<file path="config.mk">
export PLATFORM = sky130hd
export DESIGN_NAME = sc_channel_src
export DESIGN_NICKNAME = d
export VERILOG_FILES = /design/src/rtl/sc_pkg.sv /design/src/rtl/sc_lfsr.sv /design/src/rtl/sc_channel_src.sv
export SDC_FILE = /design/constraint.sdc
export NUM_CORES = 1
export LEC_CHECK = 0
export CAP_MARGIN = 20
export CORE_UTILIZATION = 25
export CTS_BUF_LIST = sky130_fd_sc_hd__clkbuf_4
export CTS_CLUSTER_DIAMETER = 200
export DETAILED_ROUTE_END_ITERATION = 16
export GPL_ROUTABILITY_DRIVEN = 0
export SLEW_MARGIN = 15
export SYNTH_ARGS = -nofsm -noshare
export SYNTH_HDL_FRONTEND = slang
export SYNTH_HIERARCHICAL = 1
export SYNTH_SLANG_ARGS = --single-unit
</file>
<file path="constraint.sdc">
create_clock -name CLK -period 4.25 [get_ports CLK]
set_input_delay 0.85 -clock CLK [delete_from_list [all_inputs] [get_ports CLK]]
set_output_delay 0.85 -clock CLK [all_outputs]
set_load 0.01 [all_outputs]
</file>
<file path="src/rtl/sc_pkg.sv">
// Shared types and constants for the stochastic decoder source stages.
package sc_pkg;

    typedef enum logic [1:0] {
        StIdle,
        StInit,
        StRun,
        StFin
    } sc_state_e;

    localparam logic [7:0] ScDefTaps = 8'hB8;
    localparam logic [7:0] ScDefSeed = 8'h01;

    // Maximal-length Galois right-shift masks; 0 means no known mask for that width.
    function automatic logic [15:0] sc_max_taps(input int unsigned width);
        logic [15:0] taps;
        case (width)
            4:       taps = 16'h000C;
            5:       taps = 16'h0014;
            6:       taps = 16'h0030;
            7:       taps = 16'h0060;
            8:       taps = 16'h00B8;
            9:       taps = 16'h0110;
            10:      taps = 16'h0240;
            11:      taps = 16'h0500;
            12:      taps = 16'h0E08;
            13:      taps = 16'h1C80;
            14:      taps = 16'h3802;
            15:      taps = 16'h6000;
            16:      taps = 16'hB400;
            default: taps = 16'h0000;
        endcase
        return taps;
    endfunction

endpackage

</file>
<file path="src/rtl/sc_lfsr.sv">
// Galois right-shift LFSR with synchronous seed load; a zero seed is replaced by 1
// so the register can never lock up in the all-zero state.
module sc_lfsr
    import sc_pkg::*;
#(
    parameter int unsigned          LFSR_S  = 8,
    parameter logic [LFSR_S-1:0]    TAPS    = LFSR_S'(ScDefTaps),
    parameter logic [LFSR_S-1:0]    RST_VAL = LFSR_S'(ScDefSeed)
) (
    input  logic              CLK,
    input  logic              RST_N,
    input  logic              LOAD,
    input  logic              EN,
    input  logic [LFSR_S-1:0] SEED,
    output logic [LFSR_S-1:0] Q
);

    logic [LFSR_S-1:0] lfsr_q, lfsr_d;

    always_comb begin
        lfsr_d = lfsr_q;
        if (LOAD) begin
            lfsr_d = (SEED == '0) ? LFSR_S'(1) : SEED;
        end else if (EN) begin
            lfsr_d = (lfsr_q >> 1) ^ (lfsr_q[0] ? TAPS : '0);
        end
    end

    always_ff @(posedge CLK or negedge RST_N) begin
        if (!RST_N) begin
            lfsr_q <= RST_VAL;
        end else begin
            lfsr_q <= lfsr_d;
        end
    end

    assign Q = lfsr_q;

endmodule

</file>
<file path="src/rtl/sc_channel_src.sv">
// Channel source: turns a latched probability into a stochastic bit-stream and
// sequences one INIT/RUN/DONE decoding frame.
module sc_channel_src
    import sc_pkg::*;
#(
    parameter int unsigned       LFSR_S   = 8,
    parameter logic [LFSR_S-1:0] TAPS     = LFSR_S'(ScDefTaps),
    parameter logic [LFSR_S-1:0] SEED     = LFSR_S'(ScDefSeed),
    parameter int unsigned       INIT_CYC = 8,
    parameter int unsigned       RUN_CYC  = 1024,
    parameter int unsigned       CNT_W    = 11
) (
    input  logic              CLK,
    input  logic              RST_N,
    input  logic              START,
    input  logic [LFSR_S-1:0] P,
    output logic              C,
    output logic              INIT,
    output logic [LFSR_S-1:0] SEL,
    output logic              BUSY,
    output logic              DONE,
    output logic [CNT_W-1:0]  CYC_CNT
);

    localparam logic [LFSR_S-1:0] SafeSeed = (SEED == '0) ? LFSR_S'(1) : SEED;
    localparam logic [CNT_W-1:0]  InitLast = CNT_W'(INIT_CYC - 1);
    localparam logic [CNT_W-1:0]  RunLast  = CNT_W'(RUN_CYC - 1);

    sc_state_e         state_q, state_d;
    logic [CNT_W-1:0]  cnt_q, cnt_d;
    logic [LFSR_S-1:0] p_q, p_d;
    logic [LFSR_S-1:0] lfsr_q;
    logic              lfsr_load, lfsr_en;

    sc_lfsr #(
        .LFSR_S  (LFSR_S),
        .TAPS    (TAPS),
        .RST_VAL (SafeSeed)
    ) u_lfsr (
        .CLK   (CLK),
        .RST_N (RST_N),
        .LOAD  (lfsr_load),
        .EN    (lfsr_en),
        .SEED  (SafeSeed),
        .Q     (lfsr_q)
    );

    always_comb begin
        state_d   = state_q;
        cnt_d     = cnt_q;
        p_d       = p_q;
        lfsr_load = 1'b0;
        lfsr_en   = 1'b0;
        unique case (state_q)
            StIdle: begin
                if (START) begin
                    state_d   = StInit;
                    cnt_d     = '0;
                    p_d       = P;
                    lfsr_load = 1'b1;
                end
            end
            StInit: begin
                lfsr_en = 1'b1;
                if (cnt_q == InitLast) begin
                    state_d = StRun;
                    cnt_d   = '0;
                end else begin
                    cnt_d = cnt_q + CNT_W'(1);
                end
            end
            StRun: begin
                lfsr_en = 1'b1;
                if (cnt_q == RunLast) begin
                    state_d = StFin;
                    cnt_d   = '0;
                end else begin
                    cnt_d = cnt_q + CNT_W'(1);
                end
            end
            StFin: begin
                state_d = StIdle;
                cnt_d   = '0;
            end
            default: begin
                state_d = StIdle;
                cnt_d   = '0;
            end
        endcase
    end

    always_ff @(posedge CLK or negedge RST_N) begin
        if (!RST_N) begin
            state_q <= StIdle;
            cnt_q   <= '0;
            p_q     <= '0;
        end else begin
            state_q <= state_d;
            cnt_q   <= cnt_d;
            p_q     <= p_d;
        end
    end

    // Pure decode of registered state so reset drops every output without a clock.
    assign INIT    = (state_q == StInit);
    assign BUSY    = (state_q == StInit) || (state_q == StRun);
    assign DONE    = (state_q == StFin);
    assign C       = BUSY && (lfsr_q <= p_q);
    assign SEL     = lfsr_q;
    assign CYC_CNT = cnt_q;

endmodule

</file>
==> summary.md, run 1 <==
The run gives 0 as the number of nets with antenna violations after detailed routing. The run gives 0.184 mV as the maximum ir drop on the vdd rail. The critical path goes through inv_1 -> ha_1 -> and2_1 -> clkdlybuf4s50_1.

The tools report the number of global-route vias before repair as 1379. The first-pass detailed-route iteration total was 5; the number of clock sinks was 29. Starting density of the core: 0.264. In this run the vertical extent of the chip is 84.9 µm.

The distinct cell type count after synthesis is 39. The die width works out to 84.9 µm. The number of buffers and inverters on the critical path is 2. TritonCTS built the clock tree. The final route contains 1378 vias.

In this run the post-CTS setup repair buffer count came out at 0. For the worst setup path, the data required time is 3400 ps. In this design, the largest share of critical-path delay is due to adder cells. STA classifies the critical path startpoint as a flip-flop. The number of placed instances, taps included came out at 302. The worst setup path is captured at an output port.

The analysis attributes to cell leakage a power of 1.01 nW. The placement-stage worst setup slack was 1420 ps; the number of vias per cell after detailed routing was 4.45. The number of slew-limit violations in the final report is 0. For the total congestion overflow, the log shows 0. The total global routing track utilization is 0.118. I/O pin count: 34.

After detailed placement, the total cell area comes to 0.00218 mm². The tools report the core utilization of the finished layout as 0.344. In this run, synthesis inferred 0 flip-flops with an integrated enable. The maximum cell stage delay along the critical path works out to 740 ps. Power per cell area: 668 mW/mm². In the final layout, the multi-input gates occupy 978 µm². Slowest cell on the critical path: ha_1.

The tools report the count of inserted antenna diode cells as 0. The floorplan step defined a core boundary enclosing 0.00649 mm². Setup violations remaining at the end of the flow were counted as 0. The proportion of synthesized chip area in sequential cells came out at 0.423. The H-tree generated during clock tree synthesis spans 2 levels. The tools report the maximum clock frequency as 315 MHz. The share of flip-flops with an asynchronous set or reset after synthesis was 1.00. The setup path with the least slack is of type flip-flop to output port. The type of the most critical hold path is flip-flop to flip-flop. The routed wirelength normalized by instance count is 12.5 µm. The run gives 6.63 mm as the first-pass GRT wire length. The worst path in the final design needs a cycle of 3180 ps, including I/O delays and setup. For the final database, setup skew stands at 8.47 ps. The floorplan has 29 rows. In the routed design, unresolved DRC markers number 0.

The final worst-path cycle share works out to 0.748. The run finished with clean final reports. The cell sitting at the root of the clock tree is a clkbuf_4. At the pin with the least slew margin, the transition time is 804 ps. The fraction of final layout cells with drive strength greater than 1 was 0.0815; the Yosys warning count was 6. The worst endpoint data arrival time came out at 2330 ps. The synthesized design contains 29 register bits. After filler insertion, the fill cell instance count of the layout stands at 668.

After routing the design area is 0.00224 mm². The tools report the total wire length as 3.87 mm. The area growth from synthesis to layout is 30.2%.

Entering global routing, the biggest net connects 31 pins. The logs give 0 for the final hold violation count and 0.463 for the headroom to the max-slew limit. Averaged over all synthesized cells, the footprint is 9.44 µm².

The clock latency of the later-clocked register in the worst-skew pair was 330 ps. The number of instances resized during post-cts repair was 0; the cell area after technology mapping was 0.00172 mm². Among all flip-flop cells after synthesis, the most frequent one is dfrtp_1.

The worst-case setup margin in the final layout was 1070 ps; the count of placed standard cells in the final layout, fillers left out was 310. The largest fanout of any net on the critical path is 16, and the sequential standard cell area is 727 µm². The clock slew seen by the registers of the worst setup and hold paths works out to 80 ps. The synthesized instance count was 182; the number of antenna violations at the first check in global routing was 0.

The detailed router finished its first iteration with 28 violations. Across the run, the number of max-cap violations was 0. For the setup TNS after final layout, the log shows 0 ps. Detailed-placement wirelength estimate: 2.88 mm.

The tools report the die footprint as 0.00721 mm². The logs give 5 for the total CTS buffers and 2 for the maximum count of clock buffers along a single path. Setup repair after global routing left no endpoint under its margin. The count of buffers added on input and output ports is 33. Buffers inserted to repair hold after CTS numbered 0.

For the count of nets after finishing, the log shows 257. Overall power consumption after layout is estimated at 1.49 mW. The run gives 525 ps as the hold slack.
metal layers:
metal	global-route usage	up-vias	part of all wire
li1	-	718	-
met1	0.148	636	0.46
met2	0.197	20	0.49
met3	0.0263	4	0.035
met4	0.0493	0	0.012
met5	0	-	0
layout by cell type (no fill, tap or decap), drive strengths merged, types with 2 or more instances in the layout:
| master | n |
|---|---|
| ha | 14 |
| nor3 | 6 |
| conb | 15 |
| nand3 | 2 |
| nor4 | 2 |
| mux2i | 7 |
| inv | 11 |
| nor2 | 10 |
| a21oi | 9 |
| mux2 | 4 |
| a21o | 4 |
| nand4 | 5 |
| xnor2 | 3 |
| clkbuf | 7 |
| clkdlybuf4s50 | 33 |
| nand2 | 28 |
| dfrtp | 28 |
| o21ai | 20 |
| nor2b | 3 |
| and2 | 3 |
| a31oi | 2 |
| xor2 | 4 |
cell type report:
type | count | share of cell area
Sequential cell | 29 | 0.325
Tap cell | 77 | 0.0431
Timing Repair Buffer | 34 | 0.151
Multi-Input combinational cell | 151 | 0.437
Inverter | 11 | 0.0185
Clock inverter | 1 | 0.00168
Clock buffer | 7 | 0.0235
state kept, by name (all words and copies together) (netlist names):
signal    count
CYC_CNT      11
p_q           8
u_lfsr/Q      8
state_q       2
cells in the mapped netlist (4+ instances only):
master / count / area share
nor2_1: 10 / 0.022
o21ai_1: 7 / 0.020
dfrtp_1: 28 / 0.41
nand4_1: 4 / 0.015
a21o_1: 4 / 0.017
mux2i_1: 7 / 0.041
mux2_2: 4 / 0.026
ha_1: 14 / 0.10
xor2_1: 4 / 0.020
o21ai_0: 12 / 0.035
nand2_1: 28 / 0.061
nor3_1: 6 / 0.017
inv_1: 11 / 0.024
a21oi_1: 9 / 0.026
cell families after synthesis:
| group | Yosys count | synth area share |
|---|---|---|
| other cells | 2 | 0.00437 |
| buf+inv | 15 | 0.0357 |
| compound gates | 40 | 0.143 |
| mux | 11 | 0.0670 |
| fa+ha+maj | 14 | 0.102 |
| simple gates | 64 | 0.189 |
| flops | 29 | 0.423 |
| xor+xnor | 7 | 0.0357 |
where the power goes:
group / switching (mW) / internal, mW
sequential: 0.0879 / 0.379
clock: 0.0948 / 0.0762
combinational: 0.435 / 0.420
total: 0.618 / 0.876
final timing paths:
check                            from     endpoint  slack (ps)  depth (start not counted)
setup / recovery           state_q[0]            C        1070                          4
hold / removal                 p_q[0]       p_q[0]         530                          1
setup reg to reg           state_q[0]   CYC_CNT[2]        1920                          7
hold reg to reg                p_q[0]       p_q[0]         530                          1
max in group asynchronous       RST_N  u_lfsr/Q[0]        3030                          2
min in group asynchronous       RST_N   CYC_CNT[1]         900                          2
No activity file was read; power rests on OpenSTA's default activity.
==> run 2: changes to the inputs <==
clock period = 3 ns   (was 4.25 ns; I/O delays follow)
==> run 2 against run 1 <==
  * Sequential share of layout area shrank 1.1 points
  * Register-to-register slack lost 970 ps
  * Global-route usage grew 0.40 points
  * Power grew 51%
  * Utilization grew 1.2 points
  * Hold slack gained 17 ps
  * Clock power grew 91%
  * Wire length grew 1.6%
  * Combinational power grew 51%
  * Critical path depth grew 3
  * Final area grew 3.4%
  * Largest power group unchanged
==> summary.md, run 2 (same netlist as run 1, synthesis figures left out) <==
The flow ran to the end, and the final reports show no timing, DRC or antenna violations. The run gives 29 (unchanged) as the number of clock sinks. The critical path buffer and inverter count was 1 (-1); the number of max-cap violations was 0 (unchanged). The total congestion overflow is 0 (unchanged). The run gives 1.36 mW (+56%) as the cell internal power dissipation. The routed wirelength normalized by instance count came out at 12.4 µm (-0.67%). Fraction of final layout cells with drive strength greater than 1: 0.108 (+0.0268). The run gives 0 (unchanged) as the count of hold-fix buffers inserted at cts. The maximum cell stage delay along the critical path is 530 ps (-210 ps), and the final clock skew is 5.77 ps (-2.69 ps). For the detailed-routed wire length on met3, the log shows 116 µm (-15%). The post-detailed-route DRC marker count is 0 (unchanged), and the number of antenna violations at the first check in global routing is 0 (unchanged). The number of nets with antenna violations after detailed routing was 0 (unchanged); the clock slew seen by the registers of the worst setup and hold paths was 100 ps (+20 ps). For the finished layout, the period the worst path requires is 2850 ps. For the total net switching power, the log shows 0.896 mW (+45%). Kind of critical path: flip-flop to output port. The total power is 2.26 mW (+51%). The via count was 1405 (+2.0%). The most common cell after layout, fill and taps aside was clkdlybuf4s50_1.

The kind of cell adding the most delay to the critical path was buffers and inverters. The power per cell area works out to 978 mW/mm² (+46%). The largest fanout of any net on the critical path works out to 3 (-13). The first-pass GRT wire length is 6.96 mm (+4.9%). The total wire length came out at 3.93 mm (+1.6%). The headroom to the max-slew limit is 0.455 (-0.00841). The tools report the count of nets after finishing as 264 (+2.7%). The total length of routed met2 wires was 1.88 mm (-1.3%). I/O pin count: 34 (unchanged). In this run the worst hold path is classified as flip-flop to flip-flop. The die width was 84.9 µm (unchanged); the post-detailed-placement cell area was 0.00221 mm² (+1.4%). The setup TNS after final layout was 0 ps (unchanged).

The library cells used most frequently in the layout, excluding fill and tap cells, are 33 x clkdlybuf4s50_1, 28 x dfrtp_1, 28 x nand2_1. The hold slack was 543 ps (+17.4 ps); the number of H-tree levels was 2 (unchanged). TritonCTS built the clock tree.

STA classifies the critical path startpoint as a flip-flop. Total CTS buffers: 5 (unchanged). The switching portion of total power was 0.396 (-0.0175). Walking the worst path, the cells encountered are ha_1 -> nor2b_1 -> o211ai_1 -> a21oi_1 -> o22ai_1 -> and2_1 -> clkdlybuf4s50_1.

The number of global-route vias before repair is 1460 (+5.9%), and the leakage component of the power is 1.05 nW (+4.5%). The share of total power in the clock network came out at 0.145 (+0.030). Relative to the synthesized area, the layout overhead comes to 34.6%. The final hold violation count was 0 (unchanged); the final design area excluding fillers was 0.00231 mm² (+3.4%).

The flip-flop count of the largest register, all copies and words added was 11 (unchanged). The tools report the maximum count of clock buffers along a single path as 2 (unchanged). Number of instances resized during post-cts repair: 0 (unchanged). First-pass detailed-route iteration total: 6 (+1). Signal routing reaches up to met4. For the clock latency of the later-clocked register in the worst-skew pair, the log shows 330 ps (about the same). The share of total power in combinational logic is 0.570 (-0.003), and the number of slew-limit violations in the final report is 0 (unchanged). The number of rows created at floorplan is 29 (unchanged), and the die footprint is 0.00721 mm² (unchanged).

The number of vias per cell after detailed routing came out at 4.43 (-0.29%). The worst hold path begins at p_q[0]. The count of inserted antenna diode cells is 0 (unchanged), and the maximum ir drop on the vdd rail is 0.227 mV (+23%).

The number of fill cells in the layout was 642 (-3.9%). The tools report the total global routing track utilization as 0.122 (+0.00403). The critical path starts at u_lfsr/Q[1].

The detailed-placement wirelength estimate is 2.83 mm (-1.6%), and the worst endpoint data arrival time is 2250 ps (-80 ps). The largest individual stage delay along the critical path comes from the cell clkdlybuf4s50_1. The endpoint required time on the critical path came out at 2400 ps (-1000 ps). Initial DRC count: 44 (+57%). The starting density of the core is 0.264 (unchanged). Final worst-path cycle share: 0.950. The height of the chip works out to 84.9 µm (unchanged).

The largest net degree at the start of global routing is 30 (-3.2%), and the power share of the sequential group is 0.285 (-0.028). For the routed length on met1, the log shows 1.88 mm (+6.0%). STA classifies the critical path endpoint as an output port.

The number of port buffers is 33 (unchanged), and the setup violation total in the final timing report is 0 (unchanged). The core outline area came out at 0.00649 mm² (unchanged). Setup repair after global routing left no endpoint under its margin.

The worst reg2reg path startpoint was CYC_CNT[0]. Timing would allow up to 351 MHz. The pin slew with the least headroom to its limit was 817 ps (+12.6 ps). The tree is rooted in a clkbuf_4.
[run 2: changes by cell type in the layout (fill, tap and decap cells not counted), sizes merged]
| cell | change |
|---|---|
| clkbuf | -1 |
| buf | +7 |
| bufinv | +1 |
[run 2: layout make-up]
class | instances | area (µm²) | area share
multi-input combinational | 151 | 978 | 0.423
sequential | 29 | 727 | 0.314
timing repair buffer | 41 | 390 | 0.169
tap | 77 | 96.3 | 0.0417
clock buffer | 6 | 45.0 | 0.0195
inverter | 11 | 41.3 | 0.0179
clock inverter | 2 | 33.8 | 0.0146
[run 2: repair_timing]
item | in CTS | in global routing
endpoints found under the setup margin | 0 | 1
hold endpoints to repair | 0 | 0
buffers inserted | 0 | 3
[run 2: layer usage]
| layer | up-vias | GRT usage |
|---|---|---|
| met4 | 0 | 0.0462 |
| met2 | 24 | 0.211 |
| met3 | 4 | 0.0224 |
| met5 | - | 0 |
| met1 | 641 | 0.151 |
| li1 | 736 | - |
[run 2: path summary, 6_finish.rpt]
path	endpoint	slack, ps	cells after the start
setup / recovery	C	150	7
max in group asynchronous	u_lfsr/Q[0]	2030	2
hold reg to reg	p_q[0]	540	1
min in group asynchronous	CYC_CNT[5]	650	2
setup reg to reg	state_q[1]	950	5
hold / removal	p_q[0]	540	1
[run 2: power by group through the flow]
stage / sequential (mW) / combinational [mW] / clock [mW]
after floorplan: 0.668 / 0.801 / 0
after global placement: 0.658 / 1.24 / 0
after detailed placement: 0.666 / 1.26 / 0
after CTS: 0.658 / 1.27 / 0.341
after global routing: 0.668 / 1.45 / 0.352
final: 0.645 / 1.29 / 0.327
[run 2: stage by stage]
stage,setup slack [ps],cells,utilization
after floorplan,1010,195,-
after global placement,510,306,0.340
after detailed placement,489,306,0.340
after CTS,104,314,0.353
after global routing,24.1,317,0.356
final,150,317,0.356
